[src/rtl/rsa_pkg.sv]
// Shared types and constants for the RSA round-trip self-check controller.
// Holds the controller state encoding, result status codes and default operand sizing.
package rsa_pkg;

    localparam int RSA_N_BIT = 12;
    localparam int RSA_N     = 3551;

    typedef enum logic [2:0] {
        IDLE    = 3'd0,
        ENC     = 3'd1,
        DEC     = 3'd2,
        RELEASE = 3'd3,
        REPORT  = 3'd4
    } state_t;

    localparam logic [1:0] ST_MATCH    = 2'd0;
    localparam logic [1:0] ST_MISMATCH = 2'd1;
    localparam logic [1:0] ST_RANGE    = 2'd2;
    localparam logic [1:0] ST_TIMEOUT  = 2'd3;

endpackage

[src/rtl/rsa_watchdog.sv]
// Per-phase watchdog for the round-trip controller: cleared on phase entry, counts while
// enabled, and flags expiry once the phase has lasted TIMEOUT cycles.
module rsa_watchdog #(
    parameter int TIMEOUT = 8191
) (
    input  logic clk,
    input  logic rst_n,
    input  logic clear_i,
    input  logic enable_i,
    output logic expired_o
);

    localparam int CW = (TIMEOUT < 2) ? 1 : $clog2(TIMEOUT + 1);
    localparam logic [CW-1:0] LAST = CW'(TIMEOUT - 1);

    logic [CW-1:0] cnt_q;
    logic [CW-1:0] cnt_d;

    // Next count: clear wins, counting parks at the expiry value.
    always_comb begin
        cnt_d = cnt_q;
        if (clear_i) begin
            cnt_d = {CW{1'b0}};
        end else if (enable_i && (cnt_q != LAST)) begin
            cnt_d = cnt_q + 1'b1;
        end else begin
            cnt_d = cnt_q;
        end
    end

    // Count register.
    always_ff @(posedge clk or negedge rst_n) begin
        if (!rst_n) begin
            cnt_q <= {CW{1'b0}};
        end else begin
            cnt_q <= cnt_d;
        end
    end

    assign expired_o = enable_i && (cnt_q == LAST);

endmodule

[src/rtl/rsa_roundtrip_ctrl.sv]
// Round-trip self-check: encrypts an accepted plaintext, decrypts the ciphertext, and
// reports plain/cipher/status on a valid/ready result port with saturating tallies.
module rsa_roundtrip_ctrl
    import rsa_pkg::*;
#(
    parameter int N_BIT   = RSA_N_BIT,
    parameter int N       = RSA_N,
    parameter int TIMEOUT = 8191,
    parameter int CNT_W   = 16
) (
    input  logic             clk,
    input  logic             rst_n,
    input  logic             in_valid,
    output logic             in_ready,
    input  logic [N_BIT-1:0] in_data,
    output logic             enc_start,
    output logic [N_BIT-1:0] enc_data_in,
    input  logic [N_BIT-1:0] enc_data_out,
    input  logic             enc_done,
    output logic             dec_start,
    output logic [N_BIT-1:0] dec_data_in,
    input  logic [N_BIT-1:0] dec_data_out,
    input  logic             dec_done,
    output logic             out_valid,
    input  logic             out_ready,
    output logic [N_BIT-1:0] out_plain,
    output logic [N_BIT-1:0] out_cipher,
    output logic [1:0]       out_status,
    output logic [CNT_W-1:0] pass_cnt,
    output logic [CNT_W-1:0] fail_cnt,
    output logic             busy
);

    localparam logic [N_BIT:0]   N_LIM   = (N_BIT + 1)'(N);
    localparam logic [CNT_W-1:0] CNT_MAX = {CNT_W{1'b1}};

    function automatic logic [CNT_W-1:0] sat_inc(input logic [CNT_W-1:0] v);
        return (v == CNT_MAX) ? v : v + 1'b1;
    endfunction

    state_t           state_q, state_d;
    logic [N_BIT-1:0] plain_q, plain_d;
    logic [N_BIT-1:0] cipher_q, cipher_d;
    logic [1:0]       status_q, status_d;
    logic [CNT_W-1:0] pass_q, pass_d;
    logic [CNT_W-1:0] fail_q, fail_d;
    logic             seen_low_q, seen_low_d;
    logic             in_ready_q, enc_start_q, dec_start_q, out_valid_q, busy_q;
    logic             wd_clear_s, wd_enable_s, wd_expired_s;
    logic             in_range_s;

    assign in_range_s  = ({1'b0, in_data} < N_LIM);
    assign wd_enable_s = (state_q == ENC) || (state_q == DEC);

    rsa_watchdog #(
        .TIMEOUT (TIMEOUT)
    ) u_watchdog (
        .clk       (clk),
        .rst_n     (rst_n),
        .clear_i   (wd_clear_s),
        .enable_i  (wd_enable_s),
        .expired_o (wd_expired_s)
    );

    // Next-state and datapath decisions. seen_low_q guards against a done left high from
    // an earlier phase: done is only honoured after it has been sampled low in this phase.
    always_comb begin
        state_d    = state_q;
        plain_d    = plain_q;
        cipher_d   = cipher_q;
        status_d   = status_q;
        pass_d     = pass_q;
        fail_d     = fail_q;
        seen_low_d = seen_low_q;
        wd_clear_s = 1'b0;
        case (state_q)
            IDLE: begin
                if (in_valid && in_ready_q) begin
                    plain_d  = in_data;
                    cipher_d = {N_BIT{1'b0}};
                    if (in_range_s) begin
                        state_d    = ENC;
                        wd_clear_s = 1'b1;
                        seen_low_d = 1'b0;
                    end else begin
                        status_d = ST_RANGE;
                        state_d  = REPORT;
                    end
                end else begin
                    state_d = IDLE;
                end
            end
            ENC: begin
                seen_low_d = seen_low_q | ~enc_done;
                if (enc_done && seen_low_q) begin
                    cipher_d   = enc_data_out;
                    state_d    = DEC;
                    wd_clear_s = 1'b1;
                    seen_low_d = 1'b0;
                end else if (wd_expired_s) begin
                    status_d = ST_TIMEOUT;
                    state_d  = RELEASE;
                end else begin
                    state_d = ENC;
                end
            end
            DEC: begin
                seen_low_d = seen_low_q | ~dec_done;
                if (dec_done && seen_low_q) begin
                    status_d = (dec_data_out == plain_q) ? ST_MATCH : ST_MISMATCH;
                    state_d  = RELEASE;
                end else if (wd_expired_s) begin
                    status_d = ST_TIMEOUT;
                    state_d  = RELEASE;
                end else begin
                    state_d = DEC;
                end
            end
            RELEASE: begin
                if (!enc_done && !dec_done) begin
                    state_d = REPORT;
                end else begin
                    state_d = RELEASE;
                end
            end
            REPORT: begin
                if (out_valid_q && out_ready) begin
                    if (status_q == ST_MATCH) begin
                        pass_d = sat_inc(pass_q);
                    end else begin
                        fail_d = sat_inc(fail_q);
                    end
                    state_d = IDLE;
                end else begin
                    state_d = REPORT;
                end
            end
            default: begin
                state_d = IDLE;
            end
        endcase
    end

    // State, datapath and registered handshake outputs decoded from the next state.
    always_ff @(posedge clk or negedge rst_n) begin
        if (!rst_n) begin
            state_q     <= IDLE;
            plain_q     <= {N_BIT{1'b0}};
            cipher_q    <= {N_BIT{1'b0}};
            status_q    <= 2'd0;
            pass_q      <= {CNT_W{1'b0}};
            fail_q      <= {CNT_W{1'b0}};
            seen_low_q  <= 1'b0;
            in_ready_q  <= 1'b0;
            enc_start_q <= 1'b0;
            dec_start_q <= 1'b0;
            out_valid_q <= 1'b0;
            busy_q      <= 1'b0;
        end else begin
            state_q     <= state_d;
            plain_q     <= plain_d;
            cipher_q    <= cipher_d;
            status_q    <= status_d;
            pass_q      <= pass_d;
            fail_q      <= fail_d;
            seen_low_q  <= seen_low_d;
            in_ready_q  <= (state_d == IDLE);
            enc_start_q <= (state_d == ENC);
            dec_start_q <= (state_d == DEC);
            out_valid_q <= (state_d == REPORT);
            busy_q      <= (state_d != IDLE);
        end
    end

    assign in_ready    = in_ready_q;
    assign enc_start   = enc_start_q;
    assign enc_data_in = plain_q;
    assign dec_start   = dec_start_q;
    assign dec_data_in = cipher_q;
    assign out_valid   = out_valid_q;
    assign out_plain   = plain_q;
    assign out_cipher  = cipher_q;
    assign out_status  = status_q;
    assign pass_cnt    = pass_q;
    assign fail_cnt    = fail_q;
    assign busy        = busy_q;

endmodule
[config.mk]
export PLATFORM = sky130hd
export DESIGN_NAME = rsa_roundtrip_ctrl
export DESIGN_NICKNAME = d
export VERILOG_FILES = /design/src/rtl/rsa_pkg.sv /design/src/rtl/rsa_watchdog.sv /design/src/rtl/rsa_roundtrip_ctrl.sv
export SDC_FILE = /design/constraint.sdc
export NUM_CORES = 1
export LEC_CHECK = 0
export CORE_MARGIN = 3
export CORE_UTILIZATION = 25
export CTS_CLUSTER_SIZE = 40
export DETAILED_ROUTE_END_ITERATION = 10
export HOLD_SLACK_MARGIN = 0.05
export SLEW_MARGIN = 20
export SYNTH_ARGS = -nofsm -noshare
export SYNTH_HDL_FRONTEND = slang
export SYNTH_HIERARCHICAL = 1
export SYNTH_SLANG_ARGS = --single-unit
export TNS_END_PERCENT = 50
[constraint.sdc]
create_clock -name clk -period 2.3 [get_ports clk]
set_input_delay 0.46 -clock clk [delete_from_list [all_inputs] [get_ports clk]]
set_output_delay 0.46 -clock clk [all_outputs]
set_load 0.01 [all_outputs]
==> reports/results.txt, run 1 <==
Worst clock skew - 0.00759 ns
Critical Path Sink Type - flop
Cell family with the largest share of critical-path delay - simple AND/OR/NAND/NOR gates
Post-Syn Nets - 448
Worst path depth - 9
Grt ovf - 0
Commonest non-fill, non-tap cell in the layout - clkdlybuf4s50_1
Cell Chain, Critical Path - ha_1 > nand4_1 > nor3_1 > buf_4 > nor2_1 > o2111ai_1 > nor4_2 > nor2_1 > mux2_2
Period utilisation layout - 93.6%
Unrepaired setup endpoints after global routing - false
Most used cell, CP - nor2_1
Post-DP HPWL - 8320 um
Leakage - 2.62 nW
Fin crit period - 2.15 ns
Synth cell types - 52
Post-synth EDFFs - 0
Clock Sinks - 80
PwrDens - 1020 nW/um2
Worst hold-check path type - input port to asynchronous set/reset pin
Largest net degree at the start of global routing - 36
GRT Overall Usage - 12.2%
Num rows - 46
Post-route insts no fill - 764
Root Buffer - clkbuf_16
Total Wirelength - 10,900 um
Starting DRT DRC Count - 102
Ports - 129
Diodes inserted - 0
Mean Syn Cell Area - 10.2 um2
Vias in the first global route - 3,570
Rel. slew slack - 45.0%
Hold Vio Cnt, Final - 0
Initial antenna violation count - 0
Post-synthesis sequential area ratio - 48.9%
CP max stage delay - 0.44 ns
Yosys reg bits - 80
Die height - 134 um
Worst path buffer plus inverter count - 1
Htree depth - 3
CTS clk-pin slew, worst paths - 0.06 ns
Via count - 3,474
Data required, critical path - 2.52 ns
Core area - 15,900 um2
Nets@finish - 589
Nature of the critical path startpoint - flop
Final ANT Viol Nets - 0
Number of max-cap violations - 0
Worst-Margin Slew - 0.822 ns
Die Wd - 134 um
Setup violators final - 0
DRC - 0
Reg2Reg Depth - 9
Global routing usage on met3 - 3.56%
Syn Inst Count - 402
Grt met2 use - 20.0%
Grt peak-use layer - met2
Post-route cell area - 6040 um2
Maximum clock rate - 0.465 GHz
Vias/cell - 4.55
Post-synthesis cell area - 4100 um2
First-pass GRT wire length - 17,800 um
TritonCTS clock tree - built
Worst-Skew Late Latency - 0.34 ns
Placed insts - 748
Synth top area cells - dfrtp_1 (49%), xnor2_1 (6.2%), nand2_1 (5.4%)
Top-area cell type share of the netlist area - 48.9%
DRT Pass-1 Iters - 4
Initial core utilization - 25.7%
Longest Clk Path Bufs - 2
Main synth FF type - dfrtp_1
Crit-path max FO - 6
Pins Over Slew Limit - 0
Syn-to-layout area delta - 47.6%
Status - completed
Layout cell share with drive strength beyond 1 - 13.7%
CP arrival - 2.37 ns
Commonest non-fill, non-tap cells in the layout - clkdlybuf4s50_1 (127), dfrtp_1 (79), nand2_1 (59)
Setup TNS - 0 ns
Synth warn - 6
Placer Congestion - 0.825
Die ar. - 18,000 um2
Async set-reset flop share out of synthesis - 100%
Setup Crit Path Kind - flop to flop
PortBufs - 128
Routed wire per std cell - 14.2 um
Maximum vdd drop - 579 uV
Synth area leader - dfrtp_1
Placed inst area - 5700 um2
Crit path max-delay cell type - dfrtp_1
Met1 usage - 15.4%
TritonCTS buffer count - 9
Reg-to-reg setup timing slack - 0.15 ns
[metrics by stage]
stage | hold WS (ns) | total power [W] | util (%) | worst slack [ns]
after detailed placement | 0.435 | 0.00462 | 35.7 | -0.178
after global routing | 0.0792 | 0.00655 | 37.9 | 0.00587
after CTS | 0.0650 | 0.00624 | 37.8 | 0.0894
after global placement | 0.428 | 0.00459 | 35.7 | -0.142
after floorplan | 0.164 | 0.00346 | - | 0.0257
final | 0.0568 | 0.00617 | 37.9 | 0.148
[cells in the mapped netlist, types with 2 or more instances]
cell type	n
a211oi_1	4
dfrtp_1	80
or3_1	3
buf_4	25
inv_1	7
and3_1	7
clkbuf_1	5
a221o_1	2
nand3_1	15
mux2_2	9
nor3_1	13
a31oi_1	4
nor2_1	27
nor3b_1	3
mux2i_1	2
nand2_1	59
o21ai_0	4
ha_1	4
a41oi_1	2
nand2b_1	6
buf_6	2
xnor2_1	29
o31ai_1	5
a22o_1	12
a21oi_1	9
nor2b_1	3
nand3b_1	2
and4_1	5
nor4_1	2
xor2_1	11
nand4_1	17
and2b_1	2
a311oi_1	2
or4_1	2
[repair_timing]
action,CTS,global route
resized for setup,0,4
buffers inserted,0,0
hold buffers,0,0
endpoints found under the setup margin,0,4
[state kept, by name, summed over array words and instances, names as in the netlist, 2 cells and up]
register,count
dec_data_in,12
enc_data_in,12
out_status,2
u_watchdog/cnt_q,13
pass_cnt,16
fail_cnt,16
state_q,3
[report_power, final]
group	switching, W	leakage (nW)	total (W)	internal (W)
combinational	0.00107	1.39	0.00248	0.00142
sequential	0.000370	1.06	0.00211	0.00175
clock	0.000590	0.159	0.00158	0.000986
[layer usage]
layer | share of wire [%] | vias up | routed length (um)
li1 | - | 1688 | -
met1 | 45 | 1678 | 4910
met2 | 47 | 94 | 5100
met3 | 6.4 | 14 | 700
met4 | 1.4 | 0 | 153
met5 | 0 | - | 0
[worst reg2reg max path, stage by stage, from the launching register on]
cell	delay [ns]
dfrtp_1	0.44
ha_1	0.23
nand4_1	0.14
nor3_1	0.07
buf_4	0.16
nor2_1	0.14
o2111ai_1	0.17
nor4_2	0.36
nor2_1	0.07
mux2_2	0.26
[logic make-up after synthesis]
logic type	share of synthesized area, %
AO/OA/AOI/OAI	9.96
XOR/XNOR	8.55
adder cells (fa/ha/maj)	1.22
buffers and inverters	6.36
flip-flops	48.9
multiplexers	2.96
AND/OR/NAND/NOR	22.1
[worst paths after layout]
path                                       end           startpoint
max reg2reg                      out_status[0]  u_watchdog/cnt_q[1]
min in group clk                   pass_cnt[5]          pass_cnt[5]
max in group asynchronous      enc_data_in[10]                rst_n
min reg2reg                        pass_cnt[5]          pass_cnt[5]
max                              out_status[0]  u_watchdog/cnt_q[1]
min                        u_watchdog/cnt_q[0]                rst_n
[area by class of cell]
cell class	instances	area, um2
multi-input combinational	282	1850
fill	1587	9900
clock buffer	10	239
clock inverter	6	90.1
inverter	7	26.3
timing repair buffer	163	1570
sequential	80	2000
tap	216	270
(Power assumes the default switching activity.)
==> run 2: changes to the inputs <==
--- a/config.mk
+++ b/config.mk
@@ -10,6 +10,7 @@
 export CTS_CLUSTER_SIZE = 40
 export DETAILED_ROUTE_END_ITERATION = 10
 export HOLD_SLACK_MARGIN = 0.05
+export RECOVER_POWER = 25
 export SLEW_MARGIN = 20
 export SYNTH_ARGS = -nofsm -noshare
 export SYNTH_HDL_FRONTEND = slang
==> run 2 against run 1 <==
Compared with the run above:
- the run now ends with capacitance limit, slew limit left
- sequential power is essentially flat
- non-clock buffer count unchanged
- first-iteration DRC count increased by 0.98%
- die area unchanged
- maximum frequency stayed put
- register-to-register slack about the same
- worst hold slack gained 0.44 ns
==> reports/results.txt, run 2 (synthesis results as in run 1) <==
Status - finished, violations left
Failing checks - capacitance limit, slew limit
Nature of the critical path startpoint - flop
PwrDens - 1020 nW/um2 (about the same)
Die Wd - 134 um (unchanged)
First-pass GRT wire length - 17,800 um (unchanged)
Commonest non-fill, non-tap cells in the layout - clkdlybuf4s50_1 (127), dfrtp_1 (79), nand2_1 (59)
Comb pwr share - 40.2% (about the same)
Post-route cell area - 6040 um2 (about the same)
Unrepaired setup endpoints after global routing - false
Clock share of power - 25.5% (about the same)
Final ANT Viol Nets - 0 (unchanged)
Largest net degree at the start of global routing - 36 (unchanged)
Setup Slack @ Placement - -0.178 ns (unchanged)
Placed inst area - 5700 um2 (unchanged)
Layout cell share with drive strength beyond 1 - 13.5% (-0.18 points)
NetSw - 0.00203 W (about the same)
Most used cell, CP - nor2_1
Grt ovf - 0 (unchanged)
Reg power frac - 34.3% (about the same)
Postcts setup bufs - 0 (unchanged)
Initial core utilization - 25.7% (unchanged)
Die ar. - 18,000 um2 (unchanged)
Vias/cell - 4.54 (about the same)
Diodes inserted - 0 (unchanged)
Int Pwr - 0.00415 W (about the same)
Worst-Skew Late Latency - 0.34 ns (about the same)
Period utilisation layout - 93.6% (unchanged)
Post-cts sizing count - 0 (unchanged)
TritonCTS clock tree - built
Die height - 134 um (unchanged)
CP arrival - 2.37 ns (about the same)
Num rows - 46 (unchanged)
CP max stage delay - 0.44 ns (about the same)
Worst hold-check path type - flop to flop
Vias in the first global route - 3,570 (unchanged)
Placed insts - 748 (unchanged)
DRT Pass-1 Iters - 4 (unchanged)
Placer Congestion - 0.825 (unchanged)
Leakage - 2.61 nW (-0.14%)
Layout fillers - 1,588 (+0.063%)
Critical Path Sink Type - flop
Syn-to-layout area delta - 47.5% (about the same)
Maximum clock rate - 0.465 GHz (unchanged)
Hold Vio Cnt, Final - 0 (unchanged)
Crit path max-delay cell type - dfrtp_1
Final worst slack - 0.148 ns (unchanged)
Ports - 129 (unchanged)
Worst-Margin Slew - 1.75 ns (+0.926 ns)
Total Wirelength - 10,900 um (about the same)
Worst clock skew - 0.00759 ns (unchanged)
Nets@finish - 589 (unchanged)
Register area - 2000 um2 (unchanged)
Setup Crit Path Kind - flop to flop
Fin crit period - 2.15 ns (unchanged)
Root Buffer - clkbuf_16
CTS clk-pin slew, worst paths - 0.06 ns (about the same)
Rel. slew slack - -16.5% (-62 points)
Crit-path max FO - 6 (unchanged)
Starting DRT DRC Count - 103 (+0.98%)
Longest Clk Path Bufs - 2 (unchanged)
Routed wire per std cell - 14.2 um (about the same)
TritonCTS buffer count - 9 (unchanged)
Core area - 15,900 um2 (unchanged)
Total chip power - 0.00617 W (about the same)
Pins Over Slew Limit - 29 (+29)
Initial antenna violation count - 0 (unchanged)
Setup violators final - 0 (unchanged)
Via count - 3,472 (-0.058%)
Hold buffers post-CTS - 0 (unchanged)
Post-DP HPWL - 8320 um (unchanged)
Number of max-cap violations - 1 (+1)
Clock Sinks - 80 (unchanged)
Post-route insts no fill - 764 (unchanged)
Maximum vdd drop - 579 uV (about the same)
DRC - 0 (unchanged)
Multi-input gate area - 1850 um2 (unchanged)
PortBufs - 128 (unchanged)
Commonest non-fill, non-tap cell in the layout - clkdlybuf4s50_1
Data required, critical path - 2.52 ns (about the same)
GRT Overall Usage - 12.2% (unchanged)
Switching share of power - 32.8% (about the same)
Cell Chain, Critical Path - ha_1 > nand4_1 > nor3_1 > buf_4 > nor2_1 > o2111ai_1 > nor4_2 > nor2_1 > mux2_2
Htree depth - 3 (unchanged)
-- run 2: cell count changes in the layout (fill, tap and decap cells not counted), sizes merged --
cell	change
buf	-1
clkbuf	+1
-- run 2: final timing paths --
kind                                     start         endpoint  slack, ns  cells past startpoint
max reg2reg                u_watchdog/cnt_q[1]    out_status[0]       0.15                      9
min in group asynchronous                rst_n     pass_cnt[10]       0.58                      1
min reg2reg                        pass_cnt[5]      pass_cnt[5]       0.50                      1
max                        u_watchdog/cnt_q[1]    out_status[0]       0.15                      9
min                                pass_cnt[5]      pass_cnt[5]       0.50                      1
max in group asynchronous                rst_n  enc_data_in[10]       0.66                      2
-- run 2: area by class of cell --
| class | count | share of cell area [%] |
|---|---|---|
| Timing Repair Buffer | 163 | 25.9 |
| Sequential cell | 80 | 33.2 |
| Inverter | 7 | 0.435 |
| Clock buffer | 10 | 3.96 |
| Tap cell | 216 | 4.47 |
| Multi-Input combinational cell | 282 | 30.6 |
| Clock inverter | 6 | 1.49 |
-- run 2: through the flow --
step | TNS (ns) | utilization [%] | hold WS, ns
2_1_floorplan | 0 | - | 0.164
3_3_place_gp | -1.63 | 35.7 | 0.428
3_5_place_dp | -1.93 | 35.7 | 0.435
4_1_cts | 0 | 37.8 | 0.0650
5_1_grt | 0 | 37.9 | 0.511
6_report | 0 | 37.9 | 0.495
-- run 2: power groups by stage --
stage	Clock, W	Sequential [W]	Combinational (W)
6_report	0.00158	0.00211	0.00248
5_1_grt	0.00168	0.00218	0.00269
4_1_cts	0.00162	0.00212	0.00249
3_5_place_dp	0	0.00213	0.00249
3_3_place_gp	0	0.00213	0.00247
2_1_floorplan	0	0.00216	0.00130
-- run 2: critical path, delay by kind of cell (launching register included) --
kind / cells / cell delay, ns
multiplexers: 1 / 0.26
AO/OA/AOI/OAI: 1 / 0.17
buffers and inverters: 1 / 0.16
flip-flops: 1 / 0.44
AND/OR/NAND/NOR: 5 / 0.78
adder cells (fa/ha/maj): 1 / 0.23
-- run 2: per-layer routing --
| layer | up-vias | wire, um | global-route usage [%] |
|---|---|---|---|
| met3 | 14 | 698 | 3.56 |
| met2 | 94 | 5100 | 20.0 |
| met1 | 1677 | 4920 | 15.4 |
| met5 | - | 0 | 0 |
| li1 | 1687 | - | - |
| met4 | 0 | 153 | 4.57 |
